## config.mk

```make
export PLATFORM = sky130hd
export DESIGN_NAME = branch_resolve_unit
export DESIGN_NICKNAME = d
export VERILOG_FILES = /design/src/rtl/branch_resolve_unit.sv
export SDC_FILE = /design/constraint.sdc
export NUM_CORES = 1
export LEC_CHECK = 0
export BUFFER_PORTS_ARGS = -buffer_cell sky130_fd_sc_hd__buf_2
export CAP_MARGIN = 10
export CORE_ASPECT_RATIO = 1.5
export CORE_MARGIN = 2
export CORE_UTILIZATION = 50
export CTS_BUF_LIST = sky130_fd_sc_hd__clkbuf_16
export CTS_CLUSTER_SIZE = 16
export DETAILED_ROUTE_END_ITERATION = 8
export PLACE_DENSITY = 0.78
export SLEW_MARGIN = 20
export SYNTH_ARGS = -nofsm -noshare
export SYNTH_HDL_FRONTEND = slang
export SYNTH_SLANG_ARGS = --single-unit
```

## constraint.sdc

```tcl
create_clock -name clk -period 3.8 [get_ports clk]
set_input_delay 0.38 -clock clk [delete_from_list [all_inputs] [get_ports clk]]
set_output_delay 0.38 -clock clk [all_outputs]
set_load 0.005 [all_outputs]
```

## src/rtl/branch_resolve_unit.sv

```systemverilog
// ---------------------------------------------------------------------------------------------
// branch_resolve_unit
//
// Resolves control-flow instructions at the EX/MEM boundary. For each captured conditional
// branch, JAL or JALR it computes the actual direction and target, classifies the instruction
// as call and/or return, and compares the result against the prediction carried down from IF.
// One cycle after capture it emits a single-cycle predictor update (branch_*). On a
// mispredict it also emits a coincident front-end redirect (redirect_*). After every redirect
// a wrong-path shadow window of SHADOW_CYCLES non-stalled cycles ignores ex_valid_i, so
// wrong-path instructions never update the predictor.
//
// Optional feature macro: BRU_PERF_COUNTERS_EN
//   defined   -> perf_branches_o / perf_mispredicts_o are live 32-bit wrapping counters
//   undefined -> no counter flops; both ports are tied to 0
//
// Ports
//   clk, rst_n            clock, asynchronous active-low reset
//   ex_valid_i            EX holds a live instruction
//   ex_pc_i               instruction PC
//   ex_opcode_i/funct3_i  instruction decode fields
//   ex_rd_i, ex_rs1_i     register indices, used for call/return classification
//   ex_imm_i              sign-extended immediate
//   ex_rs1_val_i/rs2_val  forwarded operands
//   ex_pred_taken_i       IF-stage predicted direction
//   ex_pred_target_i      IF-stage predicted target
//   stall_i               pipeline hold: no capture, shadow count frozen
//   flush_i               external flush: no capture, FSM forced back to RUN
//   redirect_valid_o/pc_o one-cycle fetch redirect
//   branch_*_o            one-cycle registered predictor update
//   perf_*_o              optional performance counters
// ---------------------------------------------------------------------------------------------
module branch_resolve_unit #(
    parameter int unsigned ADDR_WIDTH    = 32,
    parameter int unsigned SHADOW_CYCLES = 2
) (
    input  logic                  clk,
    input  logic                  rst_n,
    input  logic                  ex_valid_i,
    input  logic [ADDR_WIDTH-1:0] ex_pc_i,
    input  logic [6:0]            ex_opcode_i,
    input  logic [2:0]            ex_funct3_i,
    input  logic [4:0]            ex_rd_i,
    input  logic [4:0]            ex_rs1_i,
    input  logic [31:0]           ex_imm_i,
    input  logic [31:0]           ex_rs1_val_i,
    input  logic [31:0]           ex_rs2_val_i,
    input  logic                  ex_pred_taken_i,
    input  logic [ADDR_WIDTH-1:0] ex_pred_target_i,
    input  logic                  stall_i,
    input  logic                  flush_i,
    output logic                  redirect_valid_o,
    output logic [ADDR_WIDTH-1:0] redirect_pc_o,
    output logic                  branch_valid_o,
    output logic [ADDR_WIDTH-1:0] branch_pc_o,
    output logic                  branch_taken_o,
    output logic [ADDR_WIDTH-1:0] branch_target_o,
    output logic                  branch_is_cond_o,
    output logic                  branch_is_call_o,
    output logic                  branch_is_return_o,
    output logic                  branch_mispredict_o,
    output logic [31:0]           perf_branches_o,
    output logic [31:0]           perf_mispredicts_o
);

    localparam int unsigned CntW = (SHADOW_CYCLES > 0) ? $clog2(SHADOW_CYCLES + 1) : 1;

    localparam logic [6:0] OpBranch = 7'b1100011;
    localparam logic [6:0] OpJal    = 7'b1101111;
    localparam logic [6:0] OpJalr   = 7'b1100111;

    typedef enum logic [0:0] {StRun, StShadow} state_e;

    state_e          state_q, state_d;
    logic [CntW-1:0] shadow_cnt_q, shadow_cnt_d;

    // ------------------------------------------------------------------------------------------
    // Decode and resolve
    // ------------------------------------------------------------------------------------------
    logic                  is_branch, is_jal, is_jalr, is_cf;
    logic                  cond_taken;
    logic [ADDR_WIDTH-1:0] imm_ext, rs1_ext, pc_plus_imm, jalr_sum;
    logic                  taken_d, is_call_d, is_return_d, mispredict_d;
    logic [ADDR_WIDTH-1:0] target_d, redirect_pc_d;
    logic                  capture;

    always_comb begin
        is_jal    = (ex_opcode_i == OpJal);
        is_jalr   = (ex_opcode_i == OpJalr);
        // funct3 010/011 under the branch opcode are not control flow
        is_branch = (ex_opcode_i == OpBranch) &&
                    (ex_funct3_i != 3'b010) && (ex_funct3_i != 3'b011);
        is_cf     = is_branch | is_jal | is_jalr;

        cond_taken = 1'b0;
        case (ex_funct3_i)
            3'b000:  cond_taken = (ex_rs1_val_i == ex_rs2_val_i);
            3'b001:  cond_taken = (ex_rs1_val_i != ex_rs2_val_i);
            3'b100:  cond_taken = ($signed(ex_rs1_val_i) <  $signed(ex_rs2_val_i));
            3'b101:  cond_taken = ($signed(ex_rs1_val_i) >= $signed(ex_rs2_val_i));
            3'b110:  cond_taken = (ex_rs1_val_i <  ex_rs2_val_i);
            3'b111:  cond_taken = (ex_rs1_val_i >= ex_rs2_val_i);
            default: cond_taken = 1'b0;
        endcase

        // Immediate is sign-extended (or truncated) to the PC width; sums wrap modulo 2^W
        imm_ext     = ADDR_WIDTH'($signed(ex_imm_i));
        rs1_ext     = ADDR_WIDTH'(ex_rs1_val_i);
        pc_plus_imm = ex_pc_i + imm_ext;
        jalr_sum    = rs1_ext + imm_ext;

        taken_d  = is_branch ? cond_taken : 1'b1;
        target_d = is_jalr ? {jalr_sum[ADDR_WIDTH-1:1], 1'b0} : pc_plus_imm;

        is_call_d   = (is_jal | is_jalr) && ((ex_rd_i == 5'd1) || (ex_rd_i == 5'd5));
        is_return_d = is_jalr && (ex_rs1_i == 5'd1) && (ex_rd_i == 5'd0);

        // Predicted target only matters when the branch is actually taken
        mispredict_d  = (taken_d != ex_pred_taken_i) |
                        (taken_d & (ex_pred_target_i != target_d));
        redirect_pc_d = taken_d ? target_d : ex_pc_i + ADDR_WIDTH'(4);

        capture = ex_valid_i & is_cf & ~stall_i & ~flush_i & (state_q == StRun);
    end

    // ------------------------------------------------------------------------------------------
    // Wrong-path shadow FSM
    // ------------------------------------------------------------------------------------------
    always_comb begin
        state_d      = state_q;
        shadow_cnt_d = shadow_cnt_q;
        if (flush_i) begin
            state_d      = StRun;
            shadow_cnt_d = '0;
        end else begin
            case (state_q)
                StRun: begin
                    if (capture && mispredict_d && (SHADOW_CYCLES != 0)) begin
                        state_d      = StShadow;
                        shadow_cnt_d = CntW'(SHADOW_CYCLES);
                    end
                end
                StShadow: begin
                    if (!stall_i) begin
                        if (shadow_cnt_q <= CntW'(1)) begin
                            state_d      = StRun;
                            shadow_cnt_d = '0;
                        end else begin
                            shadow_cnt_d = shadow_cnt_q - CntW'(1);
                        end
                    end
                end
                default: begin
                    state_d      = StRun;
                    shadow_cnt_d = '0;
                end
            endcase
        end
    end

    always_ff @(posedge clk or negedge rst_n) begin
        if (!rst_n) begin
            state_q      <= StRun;
            shadow_cnt_q <= '0;
        end else begin
            state_q      <= state_d;
            shadow_cnt_q <= shadow_cnt_d;
        end
    end

    // ------------------------------------------------------------------------------------------
    // Registered update / redirect. Valid bits follow capture every cycle so they can never
    // stretch; payload fields only load on capture.
    // ------------------------------------------------------------------------------------------
    logic                  branch_valid_q, redirect_valid_q;
    logic [ADDR_WIDTH-1:0] branch_pc_q, branch_target_q, redirect_pc_q;
    logic                  taken_q, is_cond_q, is_call_q, is_return_q, mispredict_q;

    always_ff @(posedge clk or negedge rst_n) begin
        if (!rst_n) begin
            branch_valid_q   <= 1'b0;
            redirect_valid_q <= 1'b0;
            branch_pc_q      <= '0;
            branch_target_q  <= '0;
            redirect_pc_q    <= '0;
            taken_q          <= 1'b0;
            is_cond_q        <= 1'b0;
            is_call_q        <= 1'b0;
            is_return_q      <= 1'b0;
            mispredict_q     <= 1'b0;
        end else begin
            branch_valid_q   <= capture;
            redirect_valid_q <= capture & mispredict_d;
            if (capture) begin
                branch_pc_q     <= ex_pc_i;
                branch_target_q <= target_d;
                redirect_pc_q   <= redirect_pc_d;
                taken_q         <= taken_d;
                is_cond_q       <= is_branch;
                is_call_q       <= is_call_d;
                is_return_q     <= is_return_d;
                mispredict_q    <= mispredict_d;
            end
        end
    end

    assign branch_valid_o      = branch_valid_q;
    assign branch_pc_o         = branch_pc_q;
    assign branch_taken_o      = taken_q;
    assign branch_target_o     = branch_target_q;
    assign branch_is_cond_o    = is_cond_q;
    assign branch_is_call_o    = is_call_q;
    assign branch_is_return_o  = is_return_q;
    assign branch_mispredict_o = mispredict_q;
    assign redirect_valid_o    = redirect_valid_q;
    assign redirect_pc_o       = redirect_pc_q;

    // ------------------------------------------------------------------------------------------
    // Optional performance counters
    // ------------------------------------------------------------------------------------------
`ifdef BRU_PERF_COUNTERS_EN
    logic [31:0] perf_branches_q, perf_mispredicts_q;

    always_ff @(posedge clk or negedge rst_n) begin
        if (!rst_n) begin
            perf_branches_q    <= '0;
            perf_mispredicts_q <= '0;
        end else if (branch_valid_q) begin
            perf_branches_q <= perf_branches_q + 32'd1;
            if (mispredict_q) begin
                perf_mispredicts_q <= perf_mispredicts_q + 32'd1;
            end
        end
    end

    assign perf_branches_o    = perf_branches_q;
    assign perf_mispredicts_o = perf_mispredicts_q;
`else
    assign perf_branches_o    = '0;
    assign perf_mispredicts_o = '0;
`endif

endmodule

```

Yosys cells after proc, flatten, opt, wreduce, memory -nomap -nowiden --
Index checks and enable logic that the tools add are counted. W data, S select, Z words.
Word-level totals: register bits after elaboration 106, input port bits 186, logic and storage cells 77, output and inout bits 167
Cells by class: equality and inequality tests 19, bitwise logic cells 13, order comparisons 5, multiplexer cells 14, add/subtract/negate cells 4, reduce and logical (&&, ||, !) cells 10
Operator list (count):
- $add A32 B32 Y32 | 2
- $ge A32 B32 Y1 | 2
- $lt A32 B32 Y1 | 2
- $mux W32 | 2
- $ne A32 B32 Y1 | 2
- $add A32 B3 Y32 const B | 1
- $eq A32 B32 Y1 | 1
- $eq A7 B7 Y1 const B | 3
- $eq A3 B3 Y1 const B | 4
- $eq A5 B1 Y1 const B | 2
- $ne A3 B2 Y1 const B | 3
- $mux W2 | 4
- $and A1 B1 Y1 | 6
- $logic_and A1 B1 Y1 | 6
- $pmux W1 S6 | 1
- $eq A5 B3 Y1 const B | 1
- $logic_not A5 Y1 | 1
- $mux W1 | 5
- $or A1 B1 Y1 | 4
- $pmux W2 S2 | 1
- $eq A3 B1 Y1 const B | 1
- $logic_not A3 Y1 | 1
- $ne A3 B3 Y1 const B | 1
- $not A1 Y1 | 3
- other kinds (6) | 6

Longest topological paths before layout --
Gate-level depths: netlist (run 1).
depth after elaboration 13, mapped depth 14, depth with buffers taken out 13

Least setup slack after synthesis (run 1) --
No wires, ideal clock.
path kind input -> register, start input port ex_imm_i[0], end register shadow_cnt_q[0], data required time 3733 ps, stages 13, library setup time 67 ps, setup slack 223 ps, path buffers 0, data arrival time 3510 ps, cell sequence and2_1 -> fa_1 -> a21o_1 -> a221oi_4 -> o32ai_2 -> or4_4 -> a311oi_2 -> xnor2_1 -> mux2i_4 -> xor2_1 -> nand4_1 -> nor4_4 -> a311o_1
On the way: cells in the longest elaborated chain, start to end 8, elaborated cells on any way between the ends 9, those cells by class add/sub (2); eq/ne (2); mux (1); bitwise (2); reduce/logical (2)
Ends and longest elaborated chain:
- start: declaration | line 44 | input logic [31:0] ex_imm_i,
- $add A32 B32 Y32, on equally long branches | line 108, 109
- $mux W32 * | line 112 | target_d = is_jalr ? {jalr_sum[ADDR_WIDTH-1:1], 1'b0} : pc_plus_imm;
- $ne A32 B32 Y1 * | line 119 | (taken_d & (ex_pred_target_i != target_d));
- $and A1 B1 Y1 * | line 119
- $or A1 B1 Y1 * | line 118 | mispredict_d = (taken_d != ex_pred_taken_i) |
- $logic_and A1 B1 Y1 * | line 137 | if (capture && mispredict_d && (SHADOW_CYCLES != 0)) begin
- $ne A3 B2 Y1 (no line) *
- $reduce_and A2 Y1 (no line) *
- end signal: assignment | line 166 | shadow_cnt_q <= shadow_cnt_d;
- end: declaration | line 74 | logic [CntW-1:0] shadow_cnt_q, shadow_cnt_d;
Mark *: on every way between the ends. The rest lies on a longest branch, timed or not. A chain may end at the register's enable or synchronous reset.

Worst setup path after layout (run 1) --
Ends and elaborated chain as after synthesis.

==> flow_metrics.env, run 1 <==
export IMPL_grt_max_degree=159
export IMPL_drv_slew=0
export IMPL_die_w_um=127
export IMPL_antenna_left=0
export IMPL_wl_met1_mm=15.7
export IMPL_dr_max_layer_used="met4"
export IMPL_preCtsSetupSlack_ns=-0.253
export IMPL_cts_tree="built"
export IMPL_synthTopCellsByArea="dfrtp_1 (23%), ha_1 (10%), nand2_1 (9.7%)"
export IMPL_synth_simple_area_share_pct=24.5
export IMPL_timing_rr_start="state_q$_DFF_PN0_"
export IMPL_clkSlewWorstSetupHoldPaths_ns=0.08
export IMPL_floorplan_rows=67
export IMPL_synth_seq_cells=106
export IMPL_synth_seq_area_share_pct=23.5
export IMPL_htreeDepth=3
export IMPL_dpl_cell_area_um2=13800
export IMPL_fin_worst_skew_ns=0.0123
export IMPL_max_slew_margin_pct=36.0
export IMPL_yosysWarnings=0
export IMPL_met3_length_mm=2.41
export IMPL_place_congestion=0.993
export IMPL_crit_fanout=5
export IMPL_power_leakage_nw=7.33
export IMPL_synth_mux_area_share_pct=1.86
export IMPL_route_detailed_drc=0
export IMPL_crit_path_end_kind="flip-flop"
export IMPL_synth_edf_count=0
export IMPL_via_per_inst=5.82
export IMPL_status="complete, no violations"
export IMPL_clock_sinks=106
export IMPL_worstSetupStartpointType="input pin"
export IMPL_synth_top_family_by_area="simple AND/OR/NAND/NOR gates"
export IMPL_async_reset_ff_share_pct=100
export IMPL_post_synth_fa_ha_maj_area_fraction_pct=10.8
export IMPL_hold_viol_final=0
export IMPL_io_pins=353
export IMPL_routed_wl_met2_mm=20.2
export IMPL_tightest_slew_ns=0.947
export IMPL_first_iter_violations=925
export IMPL_powerDensity_nw_per_um2=279
export IMPL_gr_usage_all_layers_pct=32.7
export IMPL_worstPathRequired_ns=4.09
export IMPL_setup_tns_ns=0
export IMPL_synth_area_leader_cell="dfrtp_1"
export IMPL_fin_crit_sh_pct=97.0
export IMPL_crit_type="input pin to flip-flop"
export IMPL_hp_start="ex_pc_i[3]"
export IMPL_avgRoutedWirePerCell_um=18.6
export IMPL_ctsRootBufferMaster="clkbuf_16"
export IMPL_ys_flop_type="dfrtp_1"
export IMPL_die_area_um2=23800
export IMPL_fill_cells=2078
export IMPL_grt_pass1_vias=11887
export IMPL_antenna_found_initial=8
export IMPL_wirelength_mm=40.5
export IMPL_fmax_mhz=271
export IMPL_synthXorXnorAreaFrac_pct=8.02
export IMPL_area_growth_pct=25.2
export IMPL_grt_pass1_wl_mm=61.8
export IMPL_layout_drive_gt1_share_pct=26.0
export IMPL_worstSkewPairLatency_ns=0.35
export IMPL_core_um2=22300
export IMPL_firstDrtPassIters=5
export IMPL_grt_overflow=0
export IMPL_synthDistinctLibCells=88
export IMPL_fp_dieH_um=188
export IMPL_syn_inst=1504
export IMPL_synth_most_common_cell="nand2_1"
export IMPL_min_path_cells=3
export IMPL_synth_top_cell_area_share_pct=23.5
export IMPL_r2r_cells=5
export IMPL_finalWorstSetupSlack_ns=0.115
export IMPL_fin_nets=2172
export IMPL_hpwlAfterDp_mm=34.1
export IMPL_hp_class="input pin to flip-flop"
export IMPL_syn_cell_area_um2=11300
export IMPL_ir_drop_v=0.000218
export IMPL_min_period_ns=3.68
export IMPL_port_buffers=288
export IMPL_crit_arrival_ns=3.97
export IMPL_critPathLaunch="ex_imm_i[0]"
export IMPL_ctsLongestPathBuffers=2
export IMPL_synthTopCellsByCount="nand2_1 (292), o21ai_0 (149), a21oi_1 (112)"
export IMPL_hold_worst_slack_ns=0.301
export IMPL_cap_violations=0
export IMPL_stdcell_area_um2=14100
export IMPL_cts_buffers=9
export IMPL_vias=12679
export IMPL_synth_compound_area_share_pct=23.1
export IMPL_avgSynthCellArea_um2=7.51
export IMPL_finalSetupViolCount=0
export IMPL_start_util_pct=50.7
## where the power goes
part / switching [mW] / internal [mW] / leakage, nW
Sequential: 0.0449 / 1.21 / 1.46
Clock: 0.413 / 0.442 / 0.130
Combinational: 1.03 / 0.802 / 5.74
Total: 1.48 / 2.46 / 7.33
## what timing repair did
action	4_1_cts	5_1_grt
gates resized for setup	0	15
endpoints found under the setup margin	0	5
hold buffers	1	0
endpoints found under the hold margin	18	0
setup buffers	0	2
## sequential cells by signal (all words and copies together) (netlist names)
name                 cells
state_q                  1
branch_is_call_o         1
branch_is_return_o       1
branch_target_o         32
branch_valid_o           1
branch_pc_o             32
redirect_pc_o           32
branch_mispredict_o      1
shadow_cnt_q             2
branch_is_cond_o         1
branch_taken_o           1
redirect_valid_o         1
## final cells by class
class / instances / area, µm² / share of cell area [%]
clock inverters: 6 / 41.3 / 0.292
inverters: 53 / 199 / 1.41
well taps: 276 / 345 / 2.44
flip-flops and latches: 106 / 2650 / 18.7
diodes: 8 / 20.0 / 0.142
repair buffers: 440 / 2620 / 18.5
multi-input cells: 1280 / 8050 / 56.9
clock buffers: 9 / 225 / 1.59
## kinds of logic (layout without fill, tap and decap cells)
group                    Yosys count  in the layout
other                              1             72
multiplexers                      19             19
XOR/XNOR                          97             97
adder cells (fa/ha/maj)           96             96
buffers and inverters            181            508
AO/OA/AOI/OAI                    418            418
AND/OR/NAND/NOR                  586            586
flip-flops                       106            106
## placed cells by master (no fill, tap or decap), types with 6 or more instances in the layout
| cell type | instances |
|---|---|
| buf_4 | 150 |
| conb_1 | 64 |
| o211ai_1 | 18 |
| clkbuf_16 | 9 |
| o21ai_0 | 149 |
| nand3_1 | 48 |
| buf_2 | 286 |
| a31oi_1 | 12 |
| mux2_2 | 6 |
| or3_1 | 8 |
| and2_1 | 10 |
| a21oi_1 | 112 |
| a211oi_1 | 8 |
| or4_1 | 10 |
| and3_1 | 24 |
| ha_1 | 94 |
| nand4_1 | 34 |
| nor4_1 | 7 |
| nand2_1 | 291 |
| nand2b_1 | 6 |
| nor2b_1 | 7 |
| xor2_1 | 46 |
| mux2i_1 | 12 |
| nor2_1 | 68 |
| inv_1 | 54 |
| dfrtp_1 | 106 |
| diode_2 | 8 |
| nand3b_1 | 7 |
| nor3_1 | 28 |
| nor3b_1 | 9 |
| a21o_1 | 24 |
| xnor2_1 | 46 |
| o21a_1 | 14 |
## metal layers
metal | global-route usage (%) | vias to the layer above
li1 | - | 6057
met1 | 40.1 | 5949
met4 | 18.1 | 0
met2 | 57.0 | 552
met5 | 0 | -
met3 | 1.97 | 121
## critical path: stages
cell,delay (ns)
buf_4,0.12
and2_4,0.13
fa_2,0.36
a21o_1,0.22
a221oi_4,0.39
buf_6,0.17
xnor2_2,0.11
mux2i_1,0.13
a2111o_1,0.41
nor4_2,0.23
o2111a_1,0.21
and4_1,0.20
nand4_1,0.19
nor4_4,0.47
a311o_1,0.23
## final timing paths
check	slack, ns	to
min reg2reg	0.47	branch_target_o[24]$_DFFE_PN0P_
max in group asynchronous	2.41	branch_pc_o[26]$_DFFE_PN0P_
max reg2reg	1.45	branch_target_o[26]$_DFFE_PN0P_
min	0.30	branch_pc_o[3]$_DFFE_PN0P_
max	0.12	shadow_cnt_q[0]$_DFFE_PN0P_
min in group asynchronous	0.52	redirect_pc_o[1]$_DFFE_PN0P_
## per-stage QoR
stage / std cells / total power [mW] / util, %
after floorplan: 1567 / 2.31 / -
after global placement: 2152 / 3.02 / 61.8
after detailed placement: 2152 / 3.05 / 61.8
after CTS: 2168 / 3.90 / 63.0
after global routing: 2178 / 4.18 / 63.4
final: 2178 / 3.94 / 63.4
Power figures use the tool's default switching activity.
==> run 2: changes to the inputs <==
--- a/config.mk
+++ b/config.mk
@@ -14,6 +14,7 @@
 export CTS_CLUSTER_SIZE = 16
 export DETAILED_ROUTE_END_ITERATION = 8
 export PLACE_DENSITY = 0.78
+export RECOVER_POWER = 100
 export SLEW_MARGIN = 20
 export SYNTH_ARGS = -nofsm -noshare
 export SYNTH_HDL_FRONTEND = slang
==> flow_metrics.env, run 2 (synthesis gave the netlist of run 1 again) <==
export IMPL_worstPathRequired_ns=4.09
export IMPL_drv_slew=77
export IMPL_fin_nets=2172
export IMPL_hold_viol_final=0
export IMPL_wirelength_mm=40.7
export IMPL_layout_drive_gt1_share_pct=22.5
export IMPL_start_util_pct=50.7
export IMPL_final_common_cell="nand2_1"
export IMPL_cts_tree="built"
export IMPL_hpwlAfterDp_mm=34.1
export IMPL_wl_met1_mm=15.6
export IMPL_htreeDepth=3
export IMPL_ctsRootBufferMaster="clkbuf_16"
export IMPL_clkSlewWorstSetupHoldPaths_ns=0.08
export IMPL_io_pins=353
export IMPL_critPathLaunch="ex_imm_i[0]"
export IMPL_grt_overflow=0
export IMPL_die_area_um2=23800
export IMPL_crit_type="input pin to flip-flop"
export IMPL_hp_start="ex_pc_i[1]"
export IMPL_final_util_pct=62.8
export IMPL_status="finished, violations left"
export IMPL_met3_length_mm=2.56
export IMPL_hp_class="input pin to flip-flop"
export IMPL_dpl_cell_area_um2=13800
export IMPL_fin_crit_sh_pct=96.0
export IMPL_min_period_ns=3.65
export IMPL_crit_fanout=5
export IMPL_antenna_left=0
export IMPL_fmax_mhz=274
export IMPL_grt_max_degree=159
export IMPL_crit_arrival_ns=3.94
export IMPL_worstSkewPairLatency_ns=0.35
export IMPL_stdcell_count=2178
export IMPL_r2r_cells=5
export IMPL_timing_rr_start="state_q$_DFF_PN0_"
export IMPL_final_cell_mix="nand2_1 (291), buf_2 (226), o21ai_0 (150), buf_4 (142), a21oi_1 (112)"
export IMPL_stdcell_area_um2=14000
export IMPL_via_per_inst=5.81
export IMPL_core_um2=22300
export IMPL_fill_cells=2128
export IMPL_grt_pass1_vias=11887
export IMPL_avgRoutedWirePerCell_um=18.7
export IMPL_route_detailed_drc=0
export IMPL_first_iter_violations=925
export IMPL_critPathMaxStageDelay_ns=0.48
export IMPL_gr_usage_all_layers_pct=32.7
export IMPL_ir_drop_v=0.000220
export IMPL_fin_worst_skew_ns=0.0116
export IMPL_min_path_cells=3
export IMPL_crit_chain="buf_4 > and2_4 > fa_2 > a21o_1 > a221oi_4 > buf_6 > xnor2_2 > mux2i_1 > a2111o_1 > nor4_2 > o2111a_1 > and4_1 > nand4_1 > nor4_4 > a311o_1"
export IMPL_floorplan_rows=67
export IMPL_rsz0062_at_grt="false"
export IMPL_power_leakage_nw=7.04
export IMPL_vias=12661
export IMPL_finalSetupViolCount=0
export IMPL_die_w_um=127
export IMPL_grt_pass1_wl_mm=61.8
export IMPL_port_buffers=288
export IMPL_ctsLongestPathBuffers=2
export IMPL_dp_cells=2152
export IMPL_fp_dieH_um=188
export IMPL_antenna_found_initial=8
export IMPL_max_slew_margin_pct=-25.4
export IMPL_powerDensity_nw_per_um2=280
export IMPL_cts_buffers=9
export IMPL_firstDrtPassIters=5
export IMPL_clock_sinks=106
export IMPL_crit_slowest_cell="nor4_4"
export IMPL_setup_tns_ns=0
export IMPL_fin_total_pwr_mw=3.93
export IMPL_worstSetupStartpointType="input pin"
export IMPL_routed_wl_met2_mm=20.2
export IMPL_crit_path_end_kind="flip-flop"
export IMPL_violations="max-capacitance violations, max-slew violations"
export IMPL_area_growth_pct=24.0
export IMPL_dr_max_layer_used="met4"
export IMPL_cap_violations=2
export IMPL_place_congestion=0.993
export IMPL_tightest_slew_ns=1.88
run 2: per-layer routing:
metal | global-route usage (%) | up-vias
li1 | - | 6054
met1 | 40.1 | 5918
met2 | 57.0 | 567
met3 | 1.97 | 122
met4 | 18.1 | 0
met5 | 0 | -
run 2: layout make-up:
class	instances	area [µm²]	share of cell area, %
multi-input combinational	1280	8020	57.3
sequential	106	2650	18.9
timing repair buffer	440	2500	17.9
tap	276	345	2.46
clock buffer	9	225	1.61
inverter	53	199	1.42
clock inverter	6	41.3	0.295
antenna	8	20.0	0.143
run 2: final timing paths:
path                            slack [ns]                               to
worst max-delay path                  0.15      shadow_cnt_q[0]$_DFFE_PN0P_
worst min-delay path                  0.30       branch_pc_o[1]$_DFFE_PN0P_
worst max register to register        0.53  branch_target_o[26]$_DFFE_PN0P_
worst min register to register        0.47  branch_target_o[24]$_DFFE_PN0P_
max in group asynchronous             0.92      branch_pc_o[26]$_DFFE_PN0P_
min in group asynchronous             1.08     redirect_pc_o[1]$_DFFE_PN0P_
run 2: through the flow:
stage,hold slack [ns],worst slack [ns]
after floorplan,0.0844,0.223
final,0.302,0.152
after global routing,0.307,0.00715
after global placement,0.358,-0.165
after detailed placement,0.357,-0.253
after CTS,0.298,0.0922
run 2: power breakdown:
group	total [mW]	leakage (nW)	switching [mW]	internal, mW
registers	1.26	1.46	0.0468	1.21
clock network	0.858	0.130	0.416	0.442
logic	1.81	5.46	1.03	0.783
run 2: repair_timing:
item,CTS,global route
endpoints found under the hold margin,18,0
gates resized for setup,0,15
hold buffers,1,0
endpoints found under the setup margin,0,5
buffers inserted,0,2
run 2: worst max-delay path: cells and delay by family:
| family | cells | cell delay, ns |
|---|---|---|
| mux | 1 | 0.13 |
| xor+xnor | 1 | 0.11 |
| compound gates | 5 | 1.44 |
| simple gates | 5 | 1.21 |
| buf+inv | 2 | 0.29 |
| fa+ha+maj | 1 | 0.36 |
